--- config.mk ---
export PLATFORM = sky130hd
export DESIGN_NAME = stack_machine_sequencer_flat
export DESIGN_NICKNAME = d
export VERILOG_FILES = /design/src/rtl/stack_machine_pkg.sv /design/src/rtl/stack_machine_sequencer_if.sv /design/src/rtl/stack_machine_guard.sv /design/src/rtl/stack_machine_sequencer.sv /design/src/flat_wrapper.sv
export SDC_FILE = /design/constraint.sdc
export NUM_CORES = 1
export LEC_CHECK = 0
export CORE_MARGIN = 2
export CORE_UTILIZATION = 50
export DETAILED_ROUTE_END_ITERATION = 10
export PLACE_DENSITY_LB_ADDON = 0.1
export SETUP_SLACK_MARGIN = 0.5
export SLEW_MARGIN = 20
export SYNTH_ARGS = -nofsm -noshare
export SYNTH_HDL_FRONTEND = slang
export SYNTH_HIERARCHICAL = 1
export SYNTH_SLANG_ARGS = --single-unit
--- constraint.sdc ---
create_clock -name clk -period 3.6 [get_ports clk]
set_input_delay 0.36 -clock clk [delete_from_list [all_inputs] [get_ports clk]]
set_output_delay 0.36 -clock clk [all_outputs]
set_load 0.01 [all_outputs]
--- src/rtl/stack_machine_pkg.sv ---
// Shared ISA, command, fault and FSM encodings for the 8-bit stack machine and its run-control block.
package stack_machine_pkg;

    localparam int unsigned PC_W   = 5;
    localparam int unsigned INST_W = 12;
    localparam int unsigned SP_W   = 3;
    localparam int unsigned CYC_W  = 16;
    localparam int unsigned OP_W   = 4;
    localparam int unsigned LEN_W  = PC_W + 1;

    // Opcodes live in inst[11:8]; anything above SUB is illegal.
    localparam logic [OP_W-1:0] OP_PUSHC = 4'd0;
    localparam logic [OP_W-1:0] OP_PUSHM = 4'd1;
    localparam logic [OP_W-1:0] OP_POP   = 4'd2;
    localparam logic [OP_W-1:0] OP_JMP   = 4'd3;
    localparam logic [OP_W-1:0] OP_JZ    = 4'd4;
    localparam logic [OP_W-1:0] OP_JNZ   = 4'd5;
    localparam logic [OP_W-1:0] OP_ADD   = 4'd6;
    localparam logic [OP_W-1:0] OP_SUB   = 4'd7;

    typedef logic [1:0] cmd_t;
    localparam cmd_t CMD_LOAD  = 2'd0;
    localparam cmd_t CMD_RUN   = 2'd1;
    localparam cmd_t CMD_STEP  = 2'd2;
    localparam cmd_t CMD_ABORT = 2'd3;

    typedef logic [2:0] fault_code_t;
    localparam fault_code_t FC_NONE      = 3'd0;
    localparam fault_code_t FC_OVERFLOW  = 3'd1;
    localparam fault_code_t FC_UNDERFLOW = 3'd2;
    localparam fault_code_t FC_ILLEGAL   = 3'd3;
    localparam fault_code_t FC_WATCHDOG  = 3'd4;

    typedef logic [2:0] state_t;
    localparam state_t ST_IDLE   = 3'd0;
    localparam state_t ST_LOAD   = 3'd1;
    localparam state_t ST_RUN    = 3'd2;
    localparam state_t ST_STEP   = 3'd3;
    localparam state_t ST_PAUSED = 3'd4;
    localparam state_t ST_FAULT  = 3'd5;

endpackage

--- src/rtl/stack_machine_sequencer_if.sv ---
// Host command and program-load port of the stack machine sequencer.
interface stack_machine_sequencer_if;
    import stack_machine_pkg::*;

    logic              cmd_valid;
    logic              cmd_ready;
    cmd_t              cmd;
    logic [LEN_W-1:0]  cmd_len;
    logic              ld_valid;
    logic              ld_ready;
    logic [INST_W-1:0] ld_data;

    modport master (
        output cmd_valid, cmd, cmd_len, ld_valid, ld_data,
        input  cmd_ready, ld_ready
    );

    modport slave (
        input  cmd_valid, cmd, cmd_len, ld_valid, ld_data,
        output cmd_ready, ld_ready
    );

endinterface

--- src/rtl/stack_machine_guard.sv ---
// Combinational legality check of the instruction at the core pc against the current stack depth.
module stack_machine_guard
    import stack_machine_pkg::*;
(
    input  logic [OP_W-1:0] op,
    input  logic [SP_W-1:0] sp,
    output logic            ok_c,
    output fault_code_t     code_c
);

    localparam logic [SP_W-1:0] SP_FULL = '1;

    always_comb begin
        code_c = FC_NONE;
        case (op)
            OP_PUSHC, OP_PUSHM:            if (sp == SP_FULL) code_c = FC_OVERFLOW;
            OP_POP, OP_JMP, OP_JZ, OP_JNZ: if (sp == '0) code_c = FC_UNDERFLOW;
            OP_ADD, OP_SUB:                if (sp < SP_W'(2)) code_c = FC_UNDERFLOW;
            default:                       code_c = FC_ILLEGAL;
        endcase
        ok_c = (code_c == FC_NONE);
    end

endmodule

--- src/rtl/stack_machine_sequencer.sv ---
// Run-control for the stack machine core: program load, run/step/breakpoint sequencing and
// execution guarding through the core clock-enable.
module stack_machine_sequencer
    import stack_machine_pkg::*;
#(
    parameter logic [CYC_W-1:0] MAX_CYCLES = 16'hFFFF
) (
    input  logic                     clk,
    input  logic                     rst,
    stack_machine_sequencer_if.slave host,
    input  logic                     bp_en,
    input  logic [PC_W-1:0]          bp_addr,
    input  logic [PC_W-1:0]          core_pc,
    input  logic [SP_W-1:0]          core_sp,
    output logic                     core_en,
    output logic                     core_clr,
    output logic                     imem_we,
    output logic [PC_W-1:0]          imem_waddr,
    output logic [INST_W-1:0]        imem_wdata,
    input  logic [INST_W-1:0]        imem_rdata,
    output logic                     busy,
    output logic                     done,
    output logic                     fault,
    output fault_code_t              fault_code,
    output logic [CYC_W-1:0]         cycle_count
);

    state_t           state, state_nx;
    logic [LEN_W-1:0] prog_len, prog_len_nx;
    logic [LEN_W-1:0] wptr, wptr_nx, wptr_inc;
    logic [CYC_W-1:0] cyc_nx, cyc_inc;
    logic             done_nx, fault_nx;
    fault_code_t      fault_code_nx;
    logic             bp_mask, bp_mask_nx;

    logic             chk_ok;
    fault_code_t      chk_code;
    logic             cmd_acc, abort, pc_end, bp_hit, wdog;
    logic             unused_operand;

    stack_machine_guard u_guard (
        .op     (imem_rdata[INST_W-1 -: OP_W]),
        .sp     (core_sp),
        .ok_c   (chk_ok),
        .code_c (chk_code)
    );

    assign unused_operand = ^imem_rdata[INST_W-OP_W-1:0];

    assign host.cmd_ready = (state == ST_IDLE) || (state == ST_PAUSED);
    assign host.ld_ready  = (state == ST_LOAD);
    assign busy           = (state == ST_LOAD) || (state == ST_RUN) || (state == ST_STEP);

    assign cmd_acc  = host.cmd_valid & host.cmd_ready;
    assign abort    = host.cmd_valid & (host.cmd == CMD_ABORT);
    assign pc_end   = {1'b0, core_pc} >= prog_len;
    assign bp_hit   = bp_en & (core_pc == bp_addr) & ~bp_mask;
    assign wdog     = (cycle_count == MAX_CYCLES);
    assign wptr_inc = wptr + LEN_W'(1);
    assign cyc_inc  = (&cycle_count) ? cycle_count : cycle_count + CYC_W'(1);
    assign imem_waddr = wptr[PC_W-1:0];

    always_ff @(posedge clk or posedge rst) begin
        if (rst) begin
            state       <= ST_IDLE;
            prog_len    <= '0;
            wptr        <= '0;
            cycle_count <= '0;
            done        <= 1'b0;
            fault       <= 1'b0;
            fault_code  <= FC_NONE;
            bp_mask     <= 1'b0;
        end else begin
            state       <= state_nx;
            prog_len    <= prog_len_nx;
            wptr        <= wptr_nx;
            cycle_count <= cyc_nx;
            done        <= done_nx;
            fault       <= fault_nx;
            fault_code  <= fault_code_nx;
            bp_mask     <= bp_mask_nx;
        end
    end

    // Next state plus the same-cycle strobes to the core and imem.
    always_comb begin
        state_nx      = state;
        prog_len_nx   = prog_len;
        wptr_nx       = wptr;
        cyc_nx        = cycle_count;
        done_nx       = done;
        fault_nx      = fault;
        fault_code_nx = fault_code;
        bp_mask_nx    = bp_mask;
        core_en       = 1'b0;
        core_clr      = 1'b0;
        imem_we       = 1'b0;
        imem_wdata    = '0;

        case (state)
            ST_IDLE: begin
                if (cmd_acc) begin
                    case (host.cmd)
                        CMD_LOAD: begin
                            if (host.cmd_len != '0) begin
                                prog_len_nx = host.cmd_len;
                                wptr_nx     = '0;
                                cyc_nx      = '0;
                                state_nx    = ST_LOAD;
                            end
                        end
                        CMD_RUN: begin
                            core_clr   = 1'b1;
                            cyc_nx     = '0;
                            bp_mask_nx = 1'b0;
                            state_nx   = ST_RUN;
                        end
                        CMD_STEP: begin
                            core_clr = 1'b1;
                            state_nx = ST_PAUSED;
                        end
                        default: ;
                    endcase
                end
            end

            ST_LOAD: begin
                if (host.ld_valid) begin
                    imem_we    = 1'b1;
                    imem_wdata = host.ld_data;
                    wptr_nx    = wptr_inc;
                end
                if (abort) begin
                    state_nx = ST_IDLE;
                end else if (host.ld_valid && (wptr_inc == prog_len)) begin
                    done_nx       = 1'b0;
                    fault_nx      = 1'b0;
                    fault_code_nx = FC_NONE;
                    core_clr      = 1'b1;
                    state_nx      = ST_IDLE;
                end
            end

            ST_RUN: begin
                bp_mask_nx = 1'b0;
                if (abort) begin
                    state_nx = ST_IDLE;
                end else if (!chk_ok) begin
                    fault_nx      = 1'b1;
                    fault_code_nx = chk_code;
                    state_nx      = ST_FAULT;
                end else if (pc_end) begin
                    done_nx  = 1'b1;
                    state_nx = ST_IDLE;
                end else if (bp_hit) begin
                    state_nx = ST_PAUSED;
                end else if (wdog) begin
                    fault_nx      = 1'b1;
                    fault_code_nx = FC_WATCHDOG;
                    state_nx      = ST_FAULT;
                end else begin
                    core_en = 1'b1;
                    cyc_nx  = cyc_inc;
                end
            end

            ST_PAUSED: begin
                if (cmd_acc) begin
                    case (host.cmd)
                        CMD_RUN: begin
                            bp_mask_nx = 1'b1;
                            state_nx   = ST_RUN;
                        end
                        CMD_STEP:  state_nx = ST_STEP;
                        CMD_ABORT: state_nx = ST_IDLE;
                        default: ;
                    endcase
                end
            end

            ST_STEP: begin
                if (abort) begin
                    state_nx = ST_IDLE;
                end else if (!chk_ok) begin
                    fault_nx      = 1'b1;
                    fault_code_nx = chk_code;
                    state_nx      = ST_FAULT;
                end else if (pc_end) begin
                    done_nx  = 1'b1;
                    state_nx = ST_IDLE;
                end else begin
                    core_en  = 1'b1;
                    cyc_nx   = cyc_inc;
                    state_nx = ST_PAUSED;
                end
            end

            ST_FAULT: begin
                if (abort) begin
                    fault_nx      = 1'b0;
                    fault_code_nx = FC_NONE;
                    state_nx      = ST_IDLE;
                end
            end

            default: state_nx = ST_IDLE;
        endcase
    end

endmodule

--- src/flat_wrapper.sv ---
// flat-port wrapper written by rule: the top's interface ports become plain ports
module stack_machine_sequencer_flat import stack_machine_pkg::*;
#(
    parameter logic [CYC_W-1:0] MAX_CYCLES = 16'hFFFF
)
  (clk, rst, bp_en, bp_addr, core_pc, core_sp, core_en, core_clr, imem_we, imem_waddr, imem_wdata, imem_rdata, busy, done, fault, fault_code, cycle_count, host_cmd_valid, host_cmd, host_cmd_len, host_ld_valid, host_ld_data, host_cmd_ready, host_ld_ready);
  stack_machine_sequencer_if host_i ();
  input  logic clk;
  input  logic rst;
  input  logic bp_en;
  input  logic [PC_W-1:0] bp_addr;
  input  logic [PC_W-1:0] core_pc;
  input  logic [SP_W-1:0] core_sp;
  output logic core_en;
  output logic core_clr;
  output logic imem_we;
  output logic [PC_W-1:0] imem_waddr;
  output logic [INST_W-1:0] imem_wdata;
  input  logic [INST_W-1:0] imem_rdata;
  output logic busy;
  output logic done;
  output logic fault;
  output fault_code_t fault_code;
  output logic [CYC_W-1:0] cycle_count;
  input wire logic [$bits(host_i.cmd_valid)-1:0] host_cmd_valid;
  input wire logic [$bits(host_i.cmd)-1:0] host_cmd;
  input wire logic [$bits(host_i.cmd_len)-1:0] host_cmd_len;
  input wire logic [$bits(host_i.ld_valid)-1:0] host_ld_valid;
  input wire logic [$bits(host_i.ld_data)-1:0] host_ld_data;
  output wire logic [$bits(host_i.cmd_ready)-1:0] host_cmd_ready;
  output wire logic [$bits(host_i.ld_ready)-1:0] host_ld_ready;
  assign host_i.cmd_valid = host_cmd_valid;
  assign host_i.cmd = host_cmd;
  assign host_i.cmd_len = host_cmd_len;
  assign host_i.ld_valid = host_ld_valid;
  assign host_i.ld_data = host_ld_data;
  assign host_cmd_ready = host_i.cmd_ready;
  assign host_ld_ready = host_i.ld_ready;
  stack_machine_sequencer #(.MAX_CYCLES(MAX_CYCLES)) u_core (.clk(clk), .rst(rst), .host(host_i), .bp_en(bp_en), .bp_addr(bp_addr), .core_pc(core_pc), .core_sp(core_sp), .core_en(core_en), .core_clr(core_clr), .imem_we(imem_we), .imem_waddr(imem_waddr), .imem_wdata(imem_wdata), .imem_rdata(imem_rdata), .busy(busy), .done(done), .fault(fault), .fault_code(fault_code), .cycle_count(cycle_count));
endmodule
## Yosys cells after proc, flatten, opt, wreduce, memory -nomap -nowiden

Cells that the tools add are included.

- Word-level logic and storage cells: 181
- Flip-flop bits (word level): 37

- Order comparisons: 2
- Add/sub/neg operators: 2
- Eq/ne operators: 50
- Bitwise gates (word level): 5
- Reductions and logical operators: 28
- Mux-type cells: 86

Operators with widths:

| kind | number |
|---|---|
| $mux W16 | 11 |
| $mux W3 | 22 |
| $pmux W16 S3 | 1 |
| $mux W1 | 32 |
| $pmux W16 S2 | 1 |
| $ne A2 B2 Y1 const B | 14 |
| $pmux W3 S3 | 3 |
| $mux W12 | 2 |
| $mux W6 | 4 |
| $pmux W3 S6 | 1 |
| $add A16 B1 Y16 const B | 1 |
| $eq A16 B16 Y1 const B | 1 |
| $eq A4 B3 Y1 const B | 4 |
| $ne A2 B1 Y1 const B | 8 |
| $reduce_and A16 Y1 | 1 |
| $ne A3 B3 Y1 const B | 5 |
| $pmux W3 S4 | 1 |
| $pmux W6 S2 | 1 |
| $reduce_and A12 Y1 | 1 |
| $reduce_and A10 Y1 | 1 |
| $reduce_and A5 Y1 | 2 |
| $eq A3 B3 Y1 const B | 3 |
| $logic_not A3 Y1 | 3 |
| $eq A4 B2 Y1 const B | 2 |
| other kinds (32) | 48 |

## Depth between registers and ports, before layout

- Depth in word-level cells: 8
- Mapped depth: 10
- Depth with buffers taken out: 9

## Modules after synthesis

Netlist, hierarchy kept.

By module, submodules not included:

| module | seq. area each (um^2) | area an instance (um^2) | cells each | instances |
|---|---|---|---|---|
| stack_machine_sequencer | 925.9 | 2,683.8 | 318 | 1 |
| stack_machine_guard | 0.0 | 66.3 | 10 | 1 |

## Worst setup path before layout

Ideal clock, no wire load.

- Path type: flip-flop to flip-flop
- Start: reg u_core.prog_len[3]
- End: reg u_core.cycle_count[7]
- Path buffers: 1
- Cell stages (with the launch flop): 10
- Data required time: 3.522 ns
- Arrival: 2.276 ns
- Clock period less this slack: 2.354 ns
- Path slack: 1.246 ns
- Path through: dfrtp_1 inv_1 ha_1 a21o_1 a21oi_1 o22ai_1 o31a_1 buf_2 or4_1 a21oi_1

- Longest elaborated chain between the ends: 3
- Elaborated cells on any way between the ends: 4
- Classes of those cells: order compare: 1; eq/ne: 2; reduce/logical: 1

RTL lines:

| element | RTL line | text |
|---|---|---|
| from (decl) | stack_machine_sequencer.sv:29 | `logic [LEN_W-1:0] prog_len, prog_len_nx;` |
| from (signal assigned) | stack_machine_sequencer.sv:75 | `prog_len <= prog_len_nx;` |
| $ge A5 B6 Y1 (*) | stack_machine_sequencer.sv:56 | `assign pc_end = {1'b0, core_pc} >= prog_len;` |
| $ne A2 B2 Y1 (no source line) | n/a |  |
| $reduce_and A12 Y1 (no source line) (*) | n/a |  |
| to (signal assigned) | stack_machine_sequencer.sv:77 | `cycle_count <= cyc_nx;` |
| to (decl) | stack_machine_sequencer.sv:25 | `output logic [CYC_W-1:0] cycle_count` |

Every way passes the cells marked *; elsewhere a longest branch is shown, timed or not.
A chain may end at the register's enable or synchronous reset.

## Worst setup path after layout

- Start: reg u_core.wptr[2]
- End: out core_clr

- Longest elaborated chain between the ends: 6

RTL lines:

| element | RTL line | text |
|---|---|---|
| from (decl) | stack_machine_sequencer.sv:30 | `logic [LEN_W-1:0] wptr, wptr_nx, wptr_inc;` |
| from (signal assigned) | stack_machine_sequencer.sv:76 | `wptr <= wptr_nx;` |
| $add A6 B1 Y6 | stack_machine_sequencer.sv:59 | `assign wptr_inc = wptr + LEN_W'(1);` |
| $eq A6 B6 Y1 | stack_machine_sequencer.sv:135 | `end else if (host.ld_valid && (wptr_inc == prog_len)) begin` |
| $logic_and A1 B1 Y1 | stack_machine_sequencer.sv:135 |  |
| $mux W1 | stack_machine_sequencer.sv:135 |  |
| $mux W1 | stack_machine_sequencer.sv:133 | `if (abort) begin` |
| $pmux W1 S2 | stack_machine_sequencer.sv:100 | `case (state)` |
| to (decl) | flat_wrapper.sv:15 | `output logic core_clr;` |

Every way passes these cells.

==> summary.txt <==
Warnings, synthesis - 6
via count - 2811
crit-path max FO - 9
Net count, final - 468
Chip Height - 78.17 µm
CP Class - reg -> out
H-tree Lvls - 2
Reg2Reg Setup Slack - 930 ps
detailed-router iteration count before antenna repair - 4
CP top delay family - compound AO/OA/AOI/OAI gates
CTS Root Cell - clkbuf_8
number of synthesized flops with an enable pin - 0
Remaining Overflow, GRT - 0
Max Cap Viol - 0
final clock skew - 15.95 ps
Critical-path top delay cell - clkdlybuf4s50_1
DR WL/cell - 15.97 µm
Area Overhead vs Synth - 35.03%
Slew @ Worst Pin - 740.7 ps
Core ar. - 5405 µm²
row cnt - 27
outcome - complete, no violations
Synthesized Nets - 390
syn avg cell area - 8.385 µm²
Yosys cell types - 57
clock sink count - 37
CP bufs+invs - 1
largest net degree at the start of global routing - 21
# DRC - 0
Initial Util - 50.88%
Worst-path clk slew - 90 ps
synthesis-stage register bit count - 37
Worst Setup End Kind - primary output
I/O pin count - 94
final setup violation count - 0
IO buf count - 84
Reg-to-Reg Start - u_core/state[0]
CTS Hold Buffers Added - 0
FF-to-FF End - u_core/cycle_count[5]
clk buf depth - 2
top cell type's share of synthesized area - 33.67%
R2R depth - 5
FMAX - 340.5 MHz
Final Core Density - 68.70%
final WL - 7649 µm
TritonCTS Buffers - 5
filler cell count - 454
initial antenna violation count - 0
Setup TNS - 0 ps
fin cells - 479
diode count - 0
die width - 78.17 µm
Post-Synthesis Cells - 328
maximum VDD drop - 0.2797 mV
Final Wtd Congestion - 0.9072
post-placement cell count - 471
first-pass GRT wire length - 12250 µm
Max Transition Viols Final - 0
crit path cell chain - nand3_1, and3_1, o41a_1, o21ai_2, nor2_1, a31o_2, clkdlybuf4s50_1
CP Launch Type - flip-flop
Slew headroom - 50.56%
Post-Place Setup Slack - 619.4 ps
final worst-path cycle share - 81.57%
Design Area, Final - 3714 µm²
Die ar. - 6110 µm²
clock latency on the worst-skew pair - 300 ps
routed vias/inst - 5.868
power per cell area - 551.3 nW/µm²
RSZ-0062 raised after global routing - false
share of cells above drive strength 1 - 7.371%
Setup Buffers After CTS - 0
Final Hold Vio Count - 0
Slowest Stage Delay on Critical Path - 470 ps
first-iteration detailed-routing DRC count - 284
antenna viol nets, final - 0
Cell Area, Synth - 2750 µm²
Post-DP Area - 3617 µm²
setup slack after layout - 663.5 ps
fin crit period - 2936 ps
Critical Path AT - 2580 ps
top cells by area, synth - dfrtp_1 34%, ha_1 5.5%, nand2_1 4.6%, and3_1 4.5%, o21ai_0 4.0%
ys async rst share - 100.0%
vias in the first global route - 2572
all-layer global routing usage - 24.80%
cell taking the most area after synthesis - dfrtp_1
Seq/Total Area, Yosys - 33.67%
Required @ worst endpoint - 3240 ps
Pleak - 0.001556 µW
hold crit path type - in -> async
Synth Flop Type - dfrtp_1
CTS tree - yes
detailed placement HPWL - 5680 µm
## metrics by stage
stage | hold WS (ps) | total power (µW)
floorplan | 467.0 | 1306
global placement | 485.4 | 1703
CTS | 495.9 | 2045
detailed placement | 491.6 | 1734
global route | 526.4 | 2196
finish | 482.2 | 2047
## cell type report
cell class / instances / area [µm²] / share of cell area, %
Tap cell: 72 / 90.09 / 2.426
Clock buffer: 5 / 68.82 / 1.853
Multi-Input combinational cell: 251 / 1637 / 44.07
Timing Repair Buffer: 91 / 893.4 / 24.06
Clock inverter: 3 / 21.27 / 0.5728
Sequential cell: 37 / 928.4 / 25.00
Inverter: 20 / 75.07 / 2.022
## cells by family (layout without fill, tap and decap cells)
family / Yosys count / in the layout / share of synthesized area, %
AO/OA/AOI/OAI: 77 / 77 / 18.75
XOR/XNOR: 11 / 11 / 3.503
adder cells (fa/ha/maj): 13 / 13 / 5.869
buffers and inverters: 40 / 119 / 6.960
flip-flops: 37 / 37 / 33.67
multiplexers: 9 / 9 / 3.458
other: 1 / 1 / 0.1364
AND/OR/NAND/NOR: 140 / 140 / 27.66
## worst max path at each step
stage,startpoint,end,slack [ps],depth (start not counted)
2_1_floorplan,u_core/prog_len[3],u_core/cycle_count[7],1250,9
3_3_place_gp,core_pc[0],u_core/cycle_count[5],640,9
6_report,u_core/wptr[2],core_clr,660,7
3_5_place_dp,core_pc[0],u_core/cycle_count[15],620,9
5_1_grt,u_core/wptr[2],core_clr,530,7
4_1_cts,u_core/wptr[2],core_clr,540,7
## layer usage
metal	part of all wire, %	track usage, %
met1	43	31.19
met2	49	43.02
met3	7.0	4.943
met4	1.5	7.544
met5	0	0
## synthesized netlist by cell type, types with 3 or more instances
| cell | instances |
|---|---|
| a21o_1 | 3 |
| a21oi_1 | 17 |
| a22o_1 | 3 |
| and2_1 | 3 |
| and3_1 | 20 |
| buf_2 | 3 |
| buf_4 | 6 |
| clkbuf_1 | 9 |
| dfrtp_1 | 37 |
| ha_1 | 12 |
| inv_1 | 19 |
| mux2_2 | 4 |
| mux2i_1 | 5 |
| nand2_1 | 34 |
| nand2b_1 | 7 |
| nand3_1 | 13 |
| nand4_1 | 9 |
| nor2_1 | 19 |
| nor2b_1 | 4 |
| nor3_1 | 9 |
| nor4_1 | 4 |
| o21ai_0 | 22 |
| o31ai_1 | 11 |
| or4_1 | 6 |
| xnor2_1 | 8 |
| xor2_1 | 3 |
## timing repair
item	4_1_cts	5_1_grt
pin swaps	0	0
endpoints found under the setup margin	1	1
resized for setup	1	3
gates cloned	0	0
## sequential cells by signal (all words and copies together) (netlist names)
name / cells
u_core/fault: 1
u_core/fault_code: 3
u_core/wptr: 6
u_core/cycle_count: 16
u_core/prog_len: 6
u_core/done: 1
u_core/bp_mask: 1
u_core/state: 3
## layout by cell type, fill, tap and decap left out, types with 8 or more instances in the layout
cell type / synthesis / final
and3_1: 20 / 20
xnor2_1: 8 / 8
nor2_1: 19 / 19
dfrtp_1: 37 / 35
o21ai_0: 22 / 21
ha_1: 12 / 12
nand4_1: 9 / 9
a21oi_1: 17 / 17
clkdlybuf4s50_1: 0 / 84
nand3_1: 13 / 13
o31ai_1: 11 / 11
nor3_1: 9 / 9
inv_1: 19 / 19
nand2_1: 34 / 34
## power by group
group / switching, µW / leakage [µW] / total [µW] / internal [µW]
combinational: 521 / 0.00102 / 1060 / 536
clock: 164 / 0.0000445 / 302 / 138
sequential: 163 / 0.000487 / 689 / 525
total: 849 / 0.00156 / 2050 / 1200
Note: power is estimated with default switching activity, not from simulation.
